## src/rtl/serial_frame_sync_ctrl.sv

```systemverilog
// ============================================================================
// serial_frame_sync_ctrl
//
// Character-alignment controller for the serial-to-parallel receive path.
// Hunts the serial bit stream for the COMMA character, confirms alignment over
// LOCK_COUNT consecutive aligned commas, then emits every aligned 8-bit
// character with a one-cycle valid pulse. Lock is dropped, with a one-cycle
// SYNC_ERR pulse, once MAX_GAP non-comma characters arrive in a row.
//
// Parameters
//   COMMA       alignment character, MSB received first (must be non-zero)
//   LOCK_COUNT  consecutive aligned commas needed for lock (2..15)
//   MAX_GAP     consecutive non-commas while locked that drop lock (1..15)
//
// Ports
//   CLK       in   1  clock, all logic on posedge
//   RESET     in   1  synchronous, active-low reset
//   S_IN      in   1  serial data bit, sampled only when S_VALID=1
//   S_VALID   in   1  bit strobe, one bit per cycle with S_VALID=1
//   P_OUT     out  8  aligned character (registered, holds between updates)
//   P_VALID   out  1  one-cycle pulse: P_OUT holds a new character
//   P_COMMA   out  1  qualifies P_VALID: the character is COMMA
//   LOCKED    out  1  level: alignment acquired
//   SYNC_ERR  out  1  one-cycle pulse on loss of lock
// ============================================================================
module serial_frame_sync_ctrl #(
    parameter logic [7:0] COMMA      = 8'hB4,
    parameter int         LOCK_COUNT = 3,
    parameter int         MAX_GAP    = 4
) (
    input  logic       CLK,
    input  logic       RESET,
    input  logic       S_IN,
    input  logic       S_VALID,
    output logic [7:0] P_OUT,
    output logic       P_VALID,
    output logic       P_COMMA,
    output logic       LOCKED,
    output logic       SYNC_ERR
);

    typedef enum logic [1:0] {
        ST_HUNT   = 2'd0,
        ST_VERIFY = 2'd1,
        ST_LOCKED = 2'd2
    } state_t;

    localparam logic [3:0] LOCK_N = 4'(LOCK_COUNT);
    localparam logic [3:0] GAP_N  = 4'(MAX_GAP);

    state_t     r_state;
    logic [6:0] r_sr;          // only the 7 newest bits are ever needed for the window
    logic [3:0] r_fill;        // bits seen since reset / HUNT entry, saturates at 8
    logic [2:0] r_bit_cnt;     // position inside the current aligned character
    logic [3:0] r_comma_cnt;
    logic [3:0] r_gap;
    logic [7:0] r_p_out;
    logic       r_p_valid;
    logic       r_p_comma;
    logic       r_locked;
    logic       r_sync_err;

    // Window including the bit arriving this cycle; all compares use it.
    wire [7:0] w_win        = {r_sr, S_IN};
    wire       w_is_comma   = (w_win == COMMA);
    wire       w_fill_full  = (r_fill >= 4'd7);
    wire       w_boundary   = (r_bit_cnt == 3'd7);
    wire [3:0] w_comma_inc  = r_comma_cnt + 4'd1;
    wire [3:0] w_gap_next   = w_is_comma ? 4'd0 : (r_gap + 4'd1);
    wire       w_bad_state  = (r_state != ST_HUNT) && (r_state != ST_VERIFY) &&
                              (r_state != ST_LOCKED);

    // NOTE: all state uses non-blocking assignments so every register samples
    // pre-edge values; later assignments in this block override earlier ones.
    always_ff @(posedge CLK) begin
        if (!RESET || w_bad_state) begin
            // An illegal encoding recovers exactly like a reset.
            r_state     <= ST_HUNT;
            r_sr        <= 7'd0;
            r_fill      <= 4'd0;
            r_bit_cnt   <= 3'd0;
            r_comma_cnt <= 4'd0;
            r_gap       <= 4'd0;
            r_p_out     <= 8'd0;
            r_p_valid   <= 1'b0;
            r_p_comma   <= 1'b0;
            r_locked    <= 1'b0;
            r_sync_err  <= 1'b0;
        end else begin
            r_p_valid  <= 1'b0;
            r_sync_err <= 1'b0;
            if (S_VALID) begin
                r_sr <= w_win[6:0];
                if (r_fill != 4'd8)
                    r_fill <= r_fill + 4'd1;

                case (r_state)
                    ST_HUNT: begin
                        if (w_fill_full && w_is_comma) begin
                            r_state     <= ST_VERIFY;
                            r_comma_cnt <= 4'd1;
                            r_bit_cnt   <= 3'd0;
                        end
                    end

                    ST_VERIFY: begin
                        r_bit_cnt <= r_bit_cnt + 3'd1;
                        if (w_boundary) begin
                            if (w_is_comma) begin
                                r_comma_cnt <= w_comma_inc;
                                if (w_comma_inc == LOCK_N) begin
                                    // The lock-completing comma is not emitted.
                                    r_state  <= ST_LOCKED;
                                    r_gap    <= 4'd0;
                                    r_locked <= 1'b1;
                                end
                            end else begin
                                r_state     <= ST_HUNT;
                                r_comma_cnt <= 4'd0;
                                r_fill      <= 4'd0;
                            end
                        end
                    end

                    ST_LOCKED: begin
                        r_bit_cnt <= r_bit_cnt + 3'd1;
                        if (w_boundary) begin
                            if (w_gap_next == GAP_N) begin
                                // Character that exhausts the gap budget is dropped.
                                r_state     <= ST_HUNT;
                                r_locked    <= 1'b0;
                                r_sync_err  <= 1'b1;
                                r_fill      <= 4'd0;
                                r_comma_cnt <= 4'd0;
                                r_gap       <= 4'd0;
                            end else begin
                                r_gap     <= w_gap_next;
                                r_p_out   <= w_win;
                                r_p_comma <= w_is_comma;
                                r_p_valid <= 1'b1;
                            end
                        end
                    end

                    default: r_state <= ST_HUNT;
                endcase
            end
        end
    end

    assign P_OUT    = r_p_out;
    assign P_VALID  = r_p_valid;
    assign P_COMMA  = r_p_comma;
    assign LOCKED   = r_locked;
    assign SYNC_ERR = r_sync_err;

endmodule

```

## config.mk

```make
export PLATFORM = sky130hd
export DESIGN_NAME = serial_frame_sync_ctrl
export DESIGN_NICKNAME = d
export VERILOG_FILES = /design/src/rtl/serial_frame_sync_ctrl.sv
export SDC_FILE = /design/constraint.sdc
export NUM_CORES = 1
export LEC_CHECK = 0
export CELL_PAD_IN_SITES_DETAIL_PLACEMENT = 0
export CELL_PAD_IN_SITES_GLOBAL_PLACEMENT = 1
export CORE_MARGIN = 2
export CORE_UTILIZATION = 24
export DETAILED_ROUTE_END_ITERATION = 7
export PLACE_DENSITY_LB_ADDON = 0.1
export SYNTH_ARGS = -nofsm -noshare
export SYNTH_HDL_FRONTEND = slang
export SYNTH_SLANG_ARGS = --single-unit
```

## constraint.sdc

```tcl
create_clock -name CLK -period 2.4 [get_ports CLK]
set_input_delay 0.24 -clock CLK [delete_from_list [all_inputs] [get_ports CLK]]
set_output_delay 0.24 -clock CLK [all_outputs]
set_load 0.01 [all_outputs]
```

==> results.cfg, run 1 <==
[status]
status = completed

[job]
cap_violations = 0

[detailed_routing]
antenna_left = 0
wirelength_um = 4185
vias_per_cell = 4.528
num_vias = 1431
avgRoutedWirePerCell_um = 13.24
drtPass1Iterations = 4
drt_iter0_markers = 64
drc_errors = 0

[clock_network]
path_clk_slew_ps = 70
cts_sinks = 36
clk_latency_ps = 280
htree_levels = 2
cts_buffer_depth = 2
numCtsBuffers = 5
cts-root-buf = clkbuf_8
cts_tree = yes

[critical_path]
arrival_ps = 2260
cpMaxStageDelayCell = dfxtp_1
cp_cell_sequence = ha_1, nor4bb_1, a22oi_2, o211ai_1, buf_4, mux2i_1, nor2_1
cp_data_required_time_ps = 2550
setup.worst_path.end_class = register
slowest_delay_ps = 430
crit_fanout = 9
ff2ff_setup_slack_ps = 290
worstSetupPathType = reg2reg
cp-start-kind = register

[sta]
skew_ps = 3.695
worst_slack_ps = 288.1
hold_violations = 0
setup_viol = 0
slew_headroom_pct = 55.87
timing.setup.tns_ps = 0
rsz0062_at_grt = no
worst_pin_slew_ps = 662.0
period_needed_ps = 2112
fmax_mhz = 473.5
maxSlewViolCount = 0
fin_crit_sh_pct = 88.00

[pwr]
max-vdd-ir-drop_mv = 0.2251
p_per_area_nw_per_um2 = 487.8
power.leakage_uw = 0.0009113

[logic_synthesis]
yosysTopAreaCellShare_pct = 37.99
synth_seq_area_share_pct = 37.99
syn_area_um2 = 1897
synth_nets = 211
syn_inst = 195
ys_warn_count = 0
netlist_top_cells_area = dfxtp_1 (38%), mux2i_1 (12%), ha_1 (7.9%)
avgSynthCellArea_um2 = 9.727
synth-seq-cells = 36
synth_cell_types = 50
synth_top_area_cell = dfxtp_1

[layout]
areaGrowthSynthToFinish_pct = 18.80
num-fill-cells = 833
antennaDiodeCount = 0
drive_above_1_share_pct = 12.15
finalNetCount = 229

[hold_path]
hold_class = reg2reg

[floorplan]
core_area_um2 = 7687
num_io_pins = 16
row_count = 32
dieArea_um2 = 8630
initial_core_util_pct = 24.67
die_w_um = 92.90
die_y_um = 92.90

[place]
gp_congestion = 0.6810
dpl.hpwl_um = 3046
post-place-ws_ps = 114.5
io_buffer_count = 15

[grt]
grt_pass1_vias = 1454
antenna_found_initial = 0
grt_max_degree = 16
grt_first_pass_wirelength_um = 7231
grt_usage_pct = 10.71
overflow = 0
sequential cells by signal, indices dropped and copies added (netlist names):
signal       flops
r_sr             7
r_gap            4
r_bit_cnt        3
r_fill           4
LOCKED           1
SYNC_ERR         1
P_OUT            8
r_state          2
r_comma_cnt      4
P_VALID          1
P_COMMA          1
power by group:
part           internal, uW  leakage [uW]  switching, uW  total [uW]
Clock                   234     0.0000455            210         444
Combinational          19.8      0.000575           27.2        46.9
Sequential              603      0.000291           5.68         608
repair_timing:
item                       CTS  global route
resized for setup            0             1
buffers inserted             0             0
setup endpoints to repair    0             3
hold endpoints to repair     0             0
hold buffers                 0             0
cell usage after synthesis (all sizes together):
library cell / n
a211oi: 4
a21boi: 1
a21o: 1
a21oi: 2
a221oi: 1
a22oi: 3
a311oi: 1
a31oi: 3
and2: 2
and3: 2
and3b: 1
and4: 1
buf: 4
clkbuf: 5
dfxtp: 36
ha: 12
inv: 8
mux2i: 23
nand2: 14
nand2b: 1
nand3: 6
nand4: 5
nand4b: 2
nor2: 24
nor2b: 2
nor3: 6
nor4b: 2
nor4bb: 1
o2111ai: 1
o211a: 1
o211ai: 2
o21a: 1
o21ai: 5
o31ai: 2
o32ai: 2
or2: 1
or3b: 1
or4b: 1
xnor2: 3
xor2: 2
metrics by stage:
step / cells / instance area, um^2 / hold slack [ps] / utilization (%) / power (uW)
4_1_cts: 316 / 2248 / 512.0 / 29.25 / 1126
3_3_place_gp: 308 / 2158 / 484.0 / 28.08 / 668.6
6_report: 316 / 2253 / 503.3 / 29.31 / 1099
3_5_place_dp: 308 / 2158 / 488.5 / 28.08 / 670.2
5_1_grt: 316 / 2253 / 536.2 / 29.31 / 1162
2_1_floorplan: 195 / 1897 / 383.9 / - / 653.5
placed cells by master, fill, tap and decap left out, types with 4 or more instances in the layout:
cell type	n
buf_4	5
clkbuf_8	6
clkdlybuf4s50_1	15
dfxtp_1	36
ha_1	12
inv_1	8
mux2i_1	23
nand2_1	14
nand3_1	5
nand4_1	5
nor2_1	23
nor3_1	5
o21ai_0	4
cells by family after synthesis:
family                     after synthesis  synth area share [%]
adders and majority gates               12                 7.915
and+or+nand+nor                         72                 21.37
DFF                                     36                 37.99
buffers and inverters                   17                 4.419
xor gates and xnor gates                 5                 2.309
muxes                                   23                 12.14
AOI/OAI and AO/OA                       30                 13.85
final cells by class:
cell class	count	area (um^2)	area share [%]
multi-input cells	142	1097	48.70
flip-flops and latches	36	720.7	31.98
repair buffers	20	187.7	8.329
well taps	102	127.6	5.664
clock buffers	8	90.09	3.998
inverters	8	30.03	1.333
worst paths after layout:
check | start | end | depth (start not counted)
worst max register to register | r_gap[0] | P_OUT[3] | 7
worst min-delay path | P_OUT[4] | P_OUT[4] | 2
worst min register to register | P_OUT[4] | P_OUT[4] | 2
worst max-delay path | r_gap[0] | P_OUT[3] | 7
per-layer routing:
| metal | vias to the layer above | part of all wire [%] | track usage (%) | routed length, um |
|---|---|---|---|---|
| li1 | 736 | - | - | - |
| met1 | 671 | 49 | 14.08 | 2055 |
| met2 | 18 | 47 | 17.03 | 1962 |
| met3 | 6 | 2.5 | 2.685 | 106 |
| met4 | 0 | 1.5 | 3.676 | 61 |
| met5 | - | 0 | 0 | 0 |
worst max-delay path: cells and delay by family, from the launching register on:
family          cells  cell delay [ps]
flops               1              430
compound gates      2              430
simple gates        2              390
fa+ha+maj           1              300
buf+inv             1              230
mux                 1              200
(Power assumes the default switching activity.)
==> run 2: changes to the inputs <==
Settings changed: CTS_CLUSTER_DIAMETER set to 80, REMOVE_ABC_BUFFERS set to 1.
==> results.cfg, run 2 (same netlist as run 1, synthesis figures left out) <==
[floorplan]
die_y_um = 92.90
num_io_pins = 16
row_count = 32
core_area_um2 = 7687
die_w_um = 92.90
initial_core_util_pct = 24.67
dieArea_um2 = 8630

[critical_path]
worstRegToRegCells = 7
cp-startpoint = r_gap[0]
ff2ff_setup_slack_ps = 200
reg2reg_from = r_gap[0]
setup.worst_path.end_class = register
arrival_ps = 2370
cp_data_required_time_ps = 2570
worstSetupPathType = reg2reg
crit_fanout = 9
setup.worst_path.end = P_OUT[5]
cp-start-kind = register
worstReg2RegEnd = P_OUT[5]

[layout]
areaGrowthSynthToFinish_pct = 18.87
instances_no_fill = 315
final_common_cell = dfxtp_1
drive_above_1_share_pct = 12.21
largest_reg_flops = 8
final_core_util_pct = 29.33
antennaDiodeCount = 0
finalNetCount = 229
mostFrequentLayoutCells = dfxtp_1 (36), mux2i_1 (23), nor2_1 (23)

[clock_network]
clk_latency_ps = 290
htree_levels = 2
post-cts-setup-buffers = 0
hold_buffers = 0
path_clk_slew_ps = 80
cts-root-buf = clkbuf_8
cts_sinks = 36
cts_buffer_depth = 2
cts_tree = yes
ctsResizeCount = 0
numCtsBuffers = 5

[pwr]
internal_power_uw = 878.3
max-vdd-ir-drop_mv = 0.1468
p_sw_uw = 256.3
power_frac_comb_pct = 4.2
switching_share_pct = 22.59
seqPwrFrac_pct = 53.6
clockPowerShare_pct = 42.1
p_per_area_nw_per_um2 = 503.2
power.leakage_uw = 0.0009157

[sta]
setup_viol = 0
slew_headroom_pct = 50.31
fin_crit_sh_pct = 91.78
hold_violations = 0
worst_slack_ps = 197.2
timing.setup.tns_ps = 0
fmax_mhz = 454.0
maxSlewViolCount = 0
skew_ps = 12.68
period_needed_ps = 2203
holdWs_ps = 500.0
worst_pin_slew_ps = 745.3
rsz0062_at_grt = no

[detailed_routing]
num_vias = 1472
drtPass1Iterations = 4
drc_errors = 0
antenna_left = 0
vias_per_cell = 4.673
drt_iter0_markers = 64
wirelength_um = 4440
avgRoutedWirePerCell_um = 14.10

[grt]
grt_max_degree = 25
grt_pass1_vias = 1509
grt_usage_pct = 10.94
grt_first_pass_wirelength_um = 7355
antenna_found_initial = 0
overflow = 0

[place]
dp_cells = 308
gp_congestion = 0.6964
dpl.hpwl_um = 3263
io_buffer_count = 15
post-place-ws_ps = 137.7

[hold_path]
hold_class = reg2reg

[status]
status = completed

[job]
cap_violations = 0
-- run 2: cell count changes in the layout (fill, tap and decap cells not counted), sizes merged --
cell	previous run	this run
clkbuf	8	7
-- run 2: final cells by class --
cell class              instances  area [um^2]
clock buffers                   7        96.34
fillers                       818         5433
inverters                       8        30.03
multi-input cells             142         1092
flip-flops and latches         36        720.7
well taps                     102        127.6
repair buffers                 20        187.7
-- run 2: worst min path at each step --
stage	endpoint	start	cells after the start	slack, ps
after CTS	P_COMMA	P_COMMA	2	510
after global placement	P_OUT[7]	P_OUT[7]	2	480
after detailed placement	P_COMMA	P_COMMA	2	490
after global routing	r_gap[1]	r_gap[1]	2	540
after floorplan	P_OUT[0]	S_IN	2	380
final	P_COMMA	P_COMMA	2	500
-- run 2: per-stage QoR --
step                total power [uW]  cell area, um^2
finish                          1135             2255
detailed placement             670.8             2158
floorplan                      645.6             1843
CTS                             1155             2255
global placement               669.6             2158
global route                    1190             2255
-- run 2: critical path, cell delays in order (launching register included) --
cell      delay [ps]
dfxtp_1          430
ha_1             300
nor4bb_1         290
a22oi_1          290
o211ai_1         250
buf_4            240
mux2i_1          220
nor2_1            60
-- run 2: power by group through the flow --
stage               sequential, uW  combinational [uW]  clock, uW
floorplan                      620                25.1          0
global placement               622                47.3          0
detailed placement             622                48.4          0
CTS                            609                48.8        497
global route                   609                53.2        528
finish                         609                47.7        478
-- run 2: metal layers --
layer  GRT usage, %  share of wire (%)  routed length [um]  vias to the layer above
li1               -                  -                   -                      733
met1          12.82                 46                2040                      714
met2          19.38                 49                2191                       23
met3          2.685                3.9                 175                        2
met4          3.676               0.72                  32                        0
met5              0                  0                   0                        -
==> run 3: changes to the inputs <==
Settings changed: CTS_CLUSTER_DIAMETER 80 to unset.
==> results of run 3 <==
No change in the layout: final DEF, timing and power equal those of run 2.
